<file path="src/rtl/seq_detect_stream_ctrl.sv">
// rtl/seq_detect_stream_ctrl.sv - word-to-serial sequencer and match counter for a "1010" detector
// Gates the detector reset so idle gaps never feed it bits.
module seq_detect_stream_ctrl #(
  parameter int DATA_W = 8,
  parameter int CNT_W  = 8
) (
  input  logic              clk,
  input  logic              rst_n,
  input  logic              enable,
  input  logic              clear,
  input  logic [CNT_W-1:0]  threshold,
  input  logic [DATA_W-1:0] in_data,
  input  logic              in_valid,
  output logic              in_ready,
  output logic              det_x,
  output logic              det_rst_n,
  input  logic              det_z,
  output logic [CNT_W-1:0]  match_cnt,
  output logic              busy,
  output logic              done
);

  localparam int IDX_W = (DATA_W > 2) ? $clog2(DATA_W) : 1;
  localparam logic [IDX_W-1:0] LAST_IDX = IDX_W'(DATA_W - 1);
  localparam logic [CNT_W-1:0] CNT_MAX  = '1;

  typedef enum logic [1:0] {IDLE, SHIFT, DRAIN, DONE} state_t;

  state_t            state, state_nxt;
  logic [DATA_W-1:0] shreg, shreg_nxt;
  logic [IDX_W-1:0]  bit_idx, bit_idx_nxt;
  logic              accept;
  logic              count_en;
  logic              done_hit;
  logic [CNT_W-1:0]  cnt_inc;

  // rst_n term keeps in_ready low while reset is held, independent of enable
  assign in_ready = rst_n & enable & ~done &
                    ((state == IDLE) | ((state == SHIFT) & (bit_idx == '0)));
  assign accept   = in_valid & in_ready;
  assign det_x    = (state == SHIFT) ? shreg[DATA_W-1] : 1'b0;
  assign busy     = (state == SHIFT) | (state == DRAIN);

  assign count_en = busy & det_z;
  assign cnt_inc  = (match_cnt == CNT_MAX) ? match_cnt : match_cnt + 1'b1;
  assign done_hit = count_en & (threshold != '0) & (cnt_inc >= threshold);

  always_comb begin
    state_nxt   = state;
    shreg_nxt   = shreg;
    bit_idx_nxt = bit_idx;
    case (state)
      IDLE: begin
        if (accept) begin
          state_nxt   = SHIFT;
          shreg_nxt   = in_data;
          bit_idx_nxt = LAST_IDX;
        end
      end
      SHIFT: begin
        if (bit_idx != '0) begin
          shreg_nxt   = {shreg[DATA_W-2:0], 1'b0};
          bit_idx_nxt = bit_idx - 1'b1;
        end else if (accept) begin
          shreg_nxt   = in_data;
          bit_idx_nxt = LAST_IDX;
        end else begin
          state_nxt = DRAIN;
        end
      end
      DRAIN:   state_nxt = (done | done_hit) ? DONE : IDLE;
      DONE:    state_nxt = DONE;
      default: state_nxt = IDLE;
    endcase
    if (clear) state_nxt = IDLE;
  end

  always_ff @(posedge clk or negedge rst_n) begin
    if (!rst_n) begin
      state     <= IDLE;
      shreg     <= '0;
      bit_idx   <= '0;
      det_rst_n <= 1'b0;
      match_cnt <= '0;
      done      <= 1'b0;
    end else begin
      state     <= state_nxt;
      shreg     <= shreg_nxt;
      bit_idx   <= bit_idx_nxt;
      det_rst_n <= (state_nxt == SHIFT) | (state_nxt == DRAIN);
      if (clear) begin
        match_cnt <= '0;
        done      <= 1'b0;
      end else begin
        if (count_en) match_cnt <= cnt_inc;
        if (done_hit) done <= 1'b1;
      end
    end
  end

endmodule

</file>
<file path="config.mk">
export PLATFORM = sky130hd
export DESIGN_NAME = seq_detect_stream_ctrl
export DESIGN_NICKNAME = d
export VERILOG_FILES = /design/src/rtl/seq_detect_stream_ctrl.sv
export SDC_FILE = /design/constraint.sdc
export NUM_CORES = 1
export LEC_CHECK = 0
export BUFFER_PORTS_ARGS = -buffer_cell sky130_fd_sc_hd__buf_4
export CAP_MARGIN = 5
export CORE_MARGIN = 2
export CORE_UTILIZATION = 35
export DETAILED_ROUTE_END_ITERATION = 8
export SYNTH_ARGS = -nofsm -noshare
export SYNTH_HDL_FRONTEND = slang
export SYNTH_SLANG_ARGS = --single-unit
</file>
<file path="constraint.sdc">
create_clock -name clk -period 7.4 [get_ports clk]
set_input_delay 1.11 -clock clk [delete_from_list [all_inputs] [get_ports clk]]
set_output_delay 1.11 -clock clk [all_outputs]
set_load 0.02 [all_outputs]
</file>
==> results.md, run 1 <==
* Synth top area share at 0.3591
* HPWL after detailed placement at 2531 um
* DIE WIDTH at 71.67 um
* CTS Buf Count at 3
* GR Util met2 at 0.2171
* Worst-path clk slew at roughly 80 ps
* Max Cap Viol at 0
* P per Cell Area at between 150 and 200 nW/um^2
* Clock share of power at 0.221
* Finished Layout Cells at 267
* Total grt overflow at 0
* Cell Chain, Critical Path: buf_4 -> nand2_1 -> nor3_4 -> buf_4
* Syn avg cell area at roughly 8.9 um^2
* DP Cell Count at 263
* Synthesized cell area at between 1500 and 2000 um^2
* P_sw at 110.1 uW
* Avg WL per Cell at approximately 12 um
* Crit. path cell count at 4
* Crit Path Max Fanout at 25
* CP max-delay cell: buf_4
* Power Internal at 240.7 uW
* Hold Path Class: flip-flop to flip-flop
* Worst ir drop on vdd at ~0.00013 V
* Initial antenna violation count at 0
* Slew Viols, Final at 0
* Ys flop type: dfrtp_1
* Sequential share of the synthesized area at 0.3591
* Via density at approximately 5
* Vias in the first global route at 1,250
* CP delay by family, top: buffers and inverters
* F_max at ~320 MHz
* Layout area overhead at 21.86%
* Clk buf depth at 2
* Synth unique cells at 38
* Gpl congestion at 0.7336
* Die area at 5137 um^2
* Async set-reset flop share out of synthesis at 1.000
* CP endpoint: in_ready
* Critical R2R Launch: match_cnt[0]
* Util after Layout at 0.4455
* Clock Skews at 2.306 ps
* Router iterations before antenna repair at 4
* Remaining DRCs at 0
* Tmin final at 3090 ps
* DP Worst Slack at 4265 ps
* Worst hold slack at around 480 ps
* Period utilization at 0.4175
* 1st-iter DRT viols at 93
* ANT cells at 0
* Worst Path Required at 6290 ps
* RSZ-0062 raised after global routing: false
* Hold Violations, Final at 0
* Final WS setup at ~4300 ps
* Antenna-violating nets left at 0
* Sequential share of power at 0.490
* Cts repair resizes at 0
* Std-Cell Core Area at 4384 um^2
* Sum of buffers and inverters on the critical path at 2
* # IOs at 35
* Endpoint class of the critical path: output pin
* Slew @ Worst Pin at 1033 ps
* Largest net degree at the start of global routing at 26
* Synth Register Bits at 23
* Die height at 71.67 um
* Detailed Route WL at between 3000 and 4000 um
* Post-synth EDFFs at 0
* First-pass GRT wire length at between 5000 and 6000 um
* R2R Path End: det_rst_n
* PortBufs at 34
* Syn_nets at 218
* Post-CTS Setup Inserts at 0
* Tot GR Track Use at 0.1362
* Comb pwr share at 0.290
* Worst R2R Path Depth at 12
* Largest area contributor in the netlist: dfrtp_1
* Final setup TNS at 0 ps
* Worst stage delay on the critical path at 280 ps
* Final setup vio count at 0
* Layout Nets at 253
* # H-tree levels at 1
* Clk Latency, worst-skew pair at 260 ps
* Reg2reg setup slack at 4420 ps
* Via count at 1,311
* M1 GR Usage at 0.1898
* Synth Warn # at 0
* Site Rows at 24
* Effective utilization at floorplan at 0.3656
* Slew HR at 0.3102
* Sw Share at 0.3139
* Hold buffer count at CTS at 0
* Status: completed
* CTS tree: built
* Root Buffer: clkbuf_8
* Fraction of layout cells with a size suffix above 1 at 0.2233
* CP Launch Point: rst_n
* Synth area leaders: dfrtp_1 36%, ha_1 12%, nand2_1 5.9%
* Crit path DAT at just under 2000 ps
* Worst Setup Start Kind: input port
* Global route hottest layer: met2
* Setup CP Type: input port to output pin
* Worst path most repeated cell: buf_4
* Met3 Resource Use GR at 0.03094
* Mapped Cells at 181
* Clock sinks at 23
* Static Leak at about 0.99 nW
## worst reg2reg max path, stage by stage, from the launching register on
cell and delay, ps:
dfrtp_1 470, ha_1 290, and4_4 270, nand4_4 170, nand2_2 180, nor2_1 70, xor2_1 140, ha_1 200
a211oi_1 190, o21ai_0 130, a21oi_1 240, o21ai_1 180, o311a_1 350
## how the worst min path moves through the flow
| stage | cells past startpoint | startpoint | slack [ps] | end |
|---|---|---|---|---|
| 4_1_cts | 1 | bit_idx[0] | 480 | bit_idx[0] |
| 6_report | 1 | bit_idx[0] | 480 | bit_idx[0] |
| 5_1_grt | 1 | bit_idx[0] | 510 | bit_idx[0] |
| 3_5_place_dp | 2 | shreg[3] | 470 | shreg[4] |
| 2_1_floorplan | 1 | bit_idx[0] | 440 | bit_idx[0] |
| 3_3_place_gp | 2 | shreg[0] | 470 | shreg[1] |
## cell families (layout without fill, tap and decap cells)
family                   Yosys count  count (layout)  synth area share
AND/OR/NAND/NOR                   73              73            0.2436
AO/OA/AOI/OAI                     36              36            0.1358
flip-flops                        23              23            0.3591
buffers and inverters             17              51           0.04059
adder cells (fa/ha/maj)           15              15            0.1171
multiplexers                      10              10           0.06557
XOR/XNOR                           7               7           0.03825
## power by group through the flow
stage	registers [mW]	logic (mW)	clock network (mW)
2_1_floorplan	0.173	0.0700	0
4_1_cts	0.172	0.104	0.0806
6_report	0.172	0.102	0.0774
5_1_grt	0.177	0.118	0.0870
3_5_place_dp	0.175	0.104	0
3_3_place_gp	0.174	0.101	0
## Yosys cell counts (2+ instances only)
library cell,instances
nand2_1,25
dfrtp_1,23
nor2_1,18
ha_1,15
inv_1,13
a21oi_1,12
o21ai_0,10
mux2i_1,9
nor2b_1,6
and2_1,4
xnor2_1,4
clkbuf_1,3
nand3_1,3
nor3_1,3
xor2_1,3
a211oi_1,2
a21o_1,2
a22oi_1,2
nor3_2,2
nor4_1,2
o21a_1,2
o21ai_1,2
## cell usage in the layout (no fill, tap or decap), types with 3 or more instances in the layout
master and count:
clkbuf_8 3, xnor2_1 4, inv_1 13, nand2_1 25, dfrtp_1 23, xor2_1 3
buf_4 34, nor3_1 3, a21oi_1 12, o21ai_0 10, and2_1 4, nor2_1 18
mux2i_1 9, nand3_1 3, nor2b_1 6, ha_1 15
## state kept, by name, summed over array words and instances (netlist names)
| signal | cells |
|---|---|
| shreg | 8 |
| bit_idx | 3 |
| det_rst_n | 1 |
| state | 2 |
| done | 1 |
| match_cnt | 8 |
## stage by stage
step                      instance area (um^2)  power (mW)
final                                     1953      0.3508
after global routing                      1953      0.3820
after CTS                                 1953      0.3567
after detailed placement                  1907      0.2785
after global placement                    1907      0.2752
after floorplan                           1603      0.2430
## area by class of cell
class / count / area [um^2]
fill: 456 / 2431
clock buffer: 3 / 41.29
clock inverter: 1 / 5.005
sequential: 23 / 575.6
timing repair buffer: 34 / 255.2
multi-input combinational: 141 / 962.2
tap: 52 / 65.06
inverter: 13 / 48.80
## metal layers
layer / share of wire / wire, um / vias to the layer above
met1: 0.51 / 1600 / 597
met2: 0.45 / 1437 / 21
met5: 0 / 0 / -
met4: 0.0044 / 14 / 0
li1: - / - / 691
met3: 0.034 / 108 / 2
(Power assumes the default switching activity.)
==> run 2: changes to the inputs <==
==> constraint.sdc (replaced) <==
create_clock -name clk -period 3.1 [get_ports clk]
set_input_delay 0.465 -clock clk [delete_from_list [all_inputs] [get_ports clk]]
set_output_delay 0.465 -clock clk [all_outputs]
set_load 0.02 [all_outputs]
==> run 2 against run 1 <==
Net effect:
- global-route usage shrank 0.52 points
- first-iteration DRC count shrank 61%
- worst setup slack lost 4000 ps
- clock skew shrank 1.2 ps
- die area is the same
- hold slack lost 380 ps
- cell count grew 0.37%
- routed wire length grew 1.2%
- flip-flop and latch count is the same
- sequential share of layout area shrank 0.14 points
- critical path type is now flip-flop to flip-flop
==> results.md, run 2 (synthesized netlist as in run 1, its figures left out) <==
* Status: completed (unchanged)
* Via count at 1,329 (was 1,311)
* Worst ir drop on vdd at 0.0001560 V (was 0.0001267 V)
* Final setup vio count at 0 (unchanged)
* DIE WIDTH at 71.67 um (unchanged)
* First-pass GRT wire length at 5533 um (was 5651 um)
* Hold Path Class: input port to asynchronous set/reset pin (was flip-flop to flip-flop)
* Hold Violations, Final at 0 (unchanged)
* # IOs at 35 (unchanged)
* Final WS setup at 268.9 ps (was 4310 ps)
* CP endpoint: det_rst_n (was in_ready)
* HPWL after detailed placement at 2534 um (was 2531 um)
* Crit Path Max Fanout at 6 (was 25)
* Clk buf depth at 2 (unchanged)
* Slew @ Worst Pin at 338.7 ps (was 1033 ps)
* Effective utilization at floorplan at 0.3656 (unchanged)
* DP Cell Count at 264 (was 263)
* Clock Skews at 1.135 ps (was 2.306 ps)
* Layout Nets at 254 (was 253)
* Crit. path cell count at 12 (was 4)
* Die height at 71.67 um (unchanged)
* Cell Chain, Critical Path: ha_2 -> and4_4 -> nand4_4 -> nand2_4 -> nor2_1 -> xor2_1 -> ha_1 -> a211oi_1 -> o21ai_1 -> a21oi_1 -> o21ai_1 -> o311a_1 (was buf_4 -> nand2_1 -> nor3_4 -> buf_4)
* Clk Latency, worst-skew pair at 260 ps (about the same)
* Reg2reg setup slack at 270 ps (was 4420 ps)
* Crit path DAT at 2980 ps (was 1980 ps)
* CP delay by family, top: compound AO/OA/AOI/OAI gates (was buffers and inverters)
* Remaining DRCs at 0 (unchanged)
* R2R Path End: det_rst_n (unchanged)
* Site Rows at 24 (unchanged)
* Final setup TNS at 0 ps (unchanged)
* Via density at 4.959 (was 4.910)
* Root Buffer: clkbuf_8 (unchanged)
* Layout area overhead at 22.95% (was 21.86%)
* Finished Layout Cells at 268 (was 267)
* Worst stage delay on the critical path at 430 ps (was 280 ps)
* Endpoint class of the critical path: flip-flop (was output pin)
* Fraction of layout cells with a size suffix above 1 at 0.2407 (was 0.2233)
* Power Total at 841.7 uW (was 350.8 uW)
* Static Leak at 0.9921 nW (was 0.9916 nW)
* Total grt overflow at 0 (unchanged)
* F_max at 353.2 MHz
* Std-Cell Core Area at 4384 um^2 (unchanged)
* Worst Path Required at 3250 ps (was 6290 ps)
* # H-tree levels at 1 (unchanged)
* CTS tree: built (unchanged)
* Antenna-violating nets left at 0 (unchanged)
* Worst R2R Path Depth at 12 (unchanged)
* Avg WL per Cell at 11.93 um (was 11.84 um)
* Util after Layout at 0.4495 (was 0.4455)
* Most frequent cells in the layout: 35 x buf_4, 25 x nand2_1, 21 x dfrtp_1, 18 x nor2_1, 14 x ha_1 (was 34 x buf_4, 25 x nand2_1, 23 x dfrtp_1, 18 x nor2_1, 15 x ha_1)
* Tmin final at 2831 ps
* CP Launch Point: match_cnt[0] (was rst_n)
* PortBufs at 34 (unchanged)
* Worst-path clk slew at 80 ps (about the same)
* DP Worst Slack at 95.91 ps (was 4265 ps)
* Period utilization at 0.9132
* Die area at 5137 um^2 (unchanged)
* Commonest non-fill, non-tap cell in the layout: buf_4 (unchanged)
* Top Registers: match_cnt: 8 flops, shreg: 8 flops, bit_idx: 3 flops (unchanged)
* Router iterations before antenna repair at 4 (unchanged)
* Setup CP Type: flip-flop to flip-flop (was input port to output pin)
* Hold buffer count at CTS at 0 (unchanged)
* CTS Buf Count at 3 (unchanged)
* Sum of buffers and inverters on the critical path at 0 (was 2)
* RSZ-0062 raised after global routing: false (unchanged)
* Max Cap Viol at 0 (unchanged)
* Gpl congestion at 0.7178 (was 0.7336)
* CP max-delay cell: dfrtp_2 (was buf_4)
* ANT cells at 0 (unchanged)
* Initial antenna violation count at 0 (unchanged)
* 1st-iter DRT viols at 36 (was 93)
* Largest net degree at the start of global routing at 26 (unchanged)
* Slew Viols, Final at 0 (unchanged)
* Worst Setup Start Kind: flip-flop (was input port)
* Clock sinks at 23 (unchanged)
* Worst path most repeated cell: o21ai_1 (was buf_4)
* Tot GR Track Use at 0.1311 (was 0.1362)
* Detailed Route WL at 3198 um (was 3160 um)
* Critical R2R Launch: match_cnt[0] (unchanged)
* Slew HR at 0.7736 (was 0.3102)
* Vias in the first global route at 1,255 (was 1,250)
* P per Cell Area at 427.1 nW/um^2 (was 179.6 nW/um^2)
run 2: what timing repair did:
item	4_1_cts	5_1_grt
resized for setup	0	5
endpoints found under the setup margin	0	3
setup buffers	0	0
run 2: per-stage QoR:
stage                     area (um^2)  hold slack (ps)
after floorplan                  1603            169.4
after global placement           1914            386.8
after detailed placement         1914            389.6
after CTS                        1961            96.30
after global routing             1971            110.8
final                            1971            92.98
run 2: area by class of cell:
cell class,count,area [um^2]
clock buffer,3,41.29
sequential,23,578.1
clock inverter,1,5.005
timing repair buffer,35,262.8
multi-input combinational,141,969.7
inverter,13,48.80
fill,455,2414
tap,52,65.06
run 2: per-layer routing:
metal | global-route usage | share of wire
met5 | 0 | 0
met4 | 0.03774 | 0.0072
met3 | 0.008439 | 0.020
met2 | 0.2222 | 0.47
met1 | 0.1807 | 0.50
run 2: worst min path at each step:
stage,from,end,slack (ps),depth (start not counted)
3_5_place_dp,rst_n,shreg[4],390,1
2_1_floorplan,rst_n,bit_idx[0],170,0
6_report,rst_n,shreg[5],90,1
4_1_cts,rst_n,shreg[4],100,1
5_1_grt,rst_n,shreg[6],110,1
3_3_place_gp,rst_n,shreg[4],390,1
run 2: power breakdown:
part	switching, mW	internal, mW	total [mW]
logic	0.127	0.118	0.245
clock network	0.0966	0.0896	0.186
registers	0.0406	0.370	0.410
total	0.265	0.577	0.842
==> run 3: changes to the inputs <==
--- a/config.mk
+++ b/config.mk
@@ -7,7 +7,6 @@
 export LEC_CHECK = 0
 export BUFFER_PORTS_ARGS = -buffer_cell sky130_fd_sc_hd__buf_4
 export CAP_MARGIN = 5
-export CORE_MARGIN = 2
 export CORE_UTILIZATION = 35
 export DETAILED_ROUTE_END_ITERATION = 8
 export SYNTH_ARGS = -nofsm -noshare
==> run 3 against run 2 <==
Net effect:
- register-to-register slack worse by 50 ps
- hold slack worse by 9.9 ps
- sequential power is essentially flat
- routed wire length up 0.34%
- cell count did not move
- first-iteration DRC count grew 19%
- critical endpoint unchanged
- largest power group unchanged
==> results.md, run 3 (synthesized netlist as in run 1, its figures left out) <==
* Status: completed (unchanged)
* Final setup TNS at 0 ps (unchanged)
* Final WS setup at 214.6 ps (was 268.9 ps)
* # H-tree levels at 1 (unchanged)
* Period utilization at 0.9308 (was 0.9132)
* Final setup vio count at 0 (unchanged)
* Avg WL per Cell at 11.97 um (was 11.93 um)
* Layout area overhead at 22.56% (was 22.95%)
* Critical R2R Launch: match_cnt[1] (was match_cnt[0])
* Worst-path clk slew at 80 ps (about the same)
* Most frequent cells in the layout: 35 x buf_4, 25 x nand2_1, 22 x dfrtp_1, 18 x nor2_1, 14 x ha_1 (was 35 x buf_4, 25 x nand2_1, 21 x dfrtp_1, 18 x nor2_1, 14 x ha_1)
* Post-CTS Setup Inserts at 0 (unchanged)
* Root Buffer: clkbuf_8 (unchanged)
* Layout Nets at 254 (unchanged)
* Vias in the first global route at 1,277 (was 1,255)
* Worst R2R Path Depth at 12 (unchanged)
* Gpl congestion at 0.7679 (was 0.7178)
* Tot GR Track Use at 0.1473 (was 0.1311)
* Cell Chain, Critical Path: ha_2 -> and4_4 -> nand4_4 -> nand2_2 -> nor2_1 -> xor2_1 -> ha_1 -> a211oi_1 -> o21ai_0 -> a21oi_1 -> o21ai_1 -> o311a_1 (was ha_2 -> and4_4 -> nand4_4 -> nand2_4 -> nor2_1 -> xor2_1 -> ha_1 -> a211oi_1 -> o21ai_1 -> a21oi_1 -> o21ai_1 -> o311a_1)
* Hold buffer count at CTS at 0 (unchanged)
* Clk Latency, worst-skew pair at 260 ps (about the same)
* Comb pwr share at 0.291 (was 0.292)
* Reg2reg setup slack at 210 ps (was 270 ps)
* Clock share of power at 0.222 (was 0.221)
* Clk buf depth at 2 (unchanged)
* Via count at 1,331 (was 1,329)
* Hold Path Class: input port to asynchronous set/reset pin (unchanged)
* Finished Layout Cells at 268 (unchanged)
* ANT cells at 0 (unchanged)
* Worst Setup Start Kind: flip-flop (unchanged)
* Slew Viols, Final at 0 (unchanged)
* Worst stage delay on the critical path at 440 ps (was 430 ps)
* Util after Layout at 0.4481 (was 0.4495)
* Power Internal at 576.4 uW (was 577.2 uW)
* Site Rows at 24 (unchanged)
* Cts repair resizes at 0 (unchanged)
* Power Total at 843.8 uW (was 841.7 uW)
* Crit Path Max Fanout at 6 (unchanged)
* Std-Cell Core Area at 4384 um^2 (unchanged)
* Die area at 4854 um^2 (was 5137 um^2)
* Hold Violations, Final at 0 (unchanged)
* Slew @ Worst Pin at 338.4 ps (was 338.7 ps)
* Clock sinks at 23 (unchanged)
* Via density at 4.966 (was 4.959)
* Clock Skews at 3.377 ps (was 1.135 ps)
* Top Registers: match_cnt: 8 flops, shreg: 8 flops, bit_idx: 3 flops (unchanged)
* Router iterations before antenna repair at 4 (unchanged)
* Commonest non-fill, non-tap cell in the layout: buf_4 (unchanged)
* P_sw at 267.4 uW (was 264.5 uW)
* RSZ-0062 raised after global routing: false (unchanged)
* CP max-delay cell: dfrtp_1 (was dfrtp_2)
* CP delay by family, top: compound AO/OA/AOI/OAI gates (unchanged)
* Tmin final at 2885 ps (was 2831 ps)
* Die height at 69.67 um (was 71.67 um)
* CTS tree: built (unchanged)
* Sequential share of power at 0.487 (about the same)
* Initial antenna violation count at 0 (unchanged)
* Remaining DRCs at 0 (unchanged)
* Crit. path cell count at 12 (unchanged)
* 1st-iter DRT viols at 43 (was 36)
* P per Cell Area at 429.5 nW/um^2 (was 427.1 nW/um^2)
* Sum of buffers and inverters on the critical path at 0 (unchanged)
* Antenna-violating nets left at 0 (unchanged)
* HPWL after detailed placement at 2516 um (was 2534 um)
* Detailed Route WL at 3209 um (was 3198 um)
* DP Cell Count at 264 (unchanged)
* Max Cap Viol at 0 (unchanged)
* DIE WIDTH at 69.67 um (was 71.67 um)
* CTS Buf Count at 3 (unchanged)
* Worst ir drop on vdd at 0.0001777 V (was 0.0001560 V)
* Endpoint class of the critical path: flip-flop (unchanged)
* # IOs at 35 (unchanged)
* Worst Path Required at 3250 ps (about the same)
* DP Worst Slack at 133.5 ps (was 95.91 ps)
* Static Leak at 0.9923 nW (was 0.9921 nW)
* First-pass GRT wire length at 5865 um (was 5533 um)
* F_max at 346.6 MHz (was 353.2 MHz)
* Largest net degree at the start of global routing at 26 (unchanged)
* Sw Share at 0.3169 (was 0.3143)
* R2R Path End: det_rst_n (unchanged)
* Slew HR at 0.7739 (was 0.7736)
* PortBufs at 34 (unchanged)
* Total grt overflow at 0 (unchanged)
* Fraction of layout cells with a size suffix above 1 at 0.2361 (was 0.2407)
* Crit path DAT at 3040 ps (was 2980 ps)
* Setup CP Type: flip-flop to flip-flop (unchanged)
* Effective utilization at floorplan at 0.3656 (unchanged)
run 3: changes by cell type in the layout (fill, tap and decap cells not counted):
cell and change:
nand2_4 -1, dfrtp_1 +1, dfrtp_2 -1, nand2_2 +1, o21ai_0 +1, o21ai_1 -1
run 3: worst register-to-register path, stage by stage, from the launching register on:
cell	delay [ps]
dfrtp_1	440
ha_2	270
and4_4	250
nand4_4	170
nand2_2	170
nor2_1	70
xor2_1	140
ha_1	200
a211oi_1	190
o21ai_0	130
a21oi_1	230
o21ai_1	160
o311a_1	350
run 3: how the worst max path moves through the flow:
stage / endpoint / start
final: det_rst_n / match_cnt[1]
after global routing: det_rst_n / match_cnt[1]
after detailed placement: det_rst_n / match_cnt[0]
after floorplan: det_rst_n / match_cnt[0]
after CTS: det_rst_n / match_cnt[0]
after global placement: det_rst_n / match_cnt[0]
run 3: layer usage:
layer | vias to the layer above | global-route usage | share of wire
li1 | 692 | - | -
met4 | 0 | 0.03333 | 0.0056
met3 | 2 | 0.02616 | 0.022
met2 | 14 | 0.2481 | 0.47
met1 | 623 | 0.1972 | 0.50
met5 | - | 0 | 0
run 3: layout make-up:
class	instances	area, um^2
Fill cell	453	2420
Inverter	13	48.80
Timing Repair Buffer	35	262.8
Multi-Input combinational cell	141	964.7
Clock inverter	1	5.005
Clock buffer	3	41.29
Tap cell	52	65.06
Sequential cell	23	576.8
run 3: stage by stage:
| stage | instance area (um^2) | hold slack [ps] |
|---|---|---|
| 2_1_floorplan | 1603 | 169.4 |
| 3_3_place_gp | 1914 | 385.9 |
| 3_5_place_dp | 1914 | 388.5 |
| 4_1_cts | 1961 | 92.20 |
| 5_1_grt | 1964 | 96.63 |
| 6_report | 1964 | 83.11 |
run 3: power groups by stage:
stage               registers (mW)  logic (mW)  clock network (mW)
finish                       0.411       0.246               0.187
global route                 0.424       0.286               0.211
CTS                          0.411       0.251               0.196
detailed placement           0.417       0.250                   0
global placement             0.414       0.245                   0
floorplan                    0.413       0.167                   0
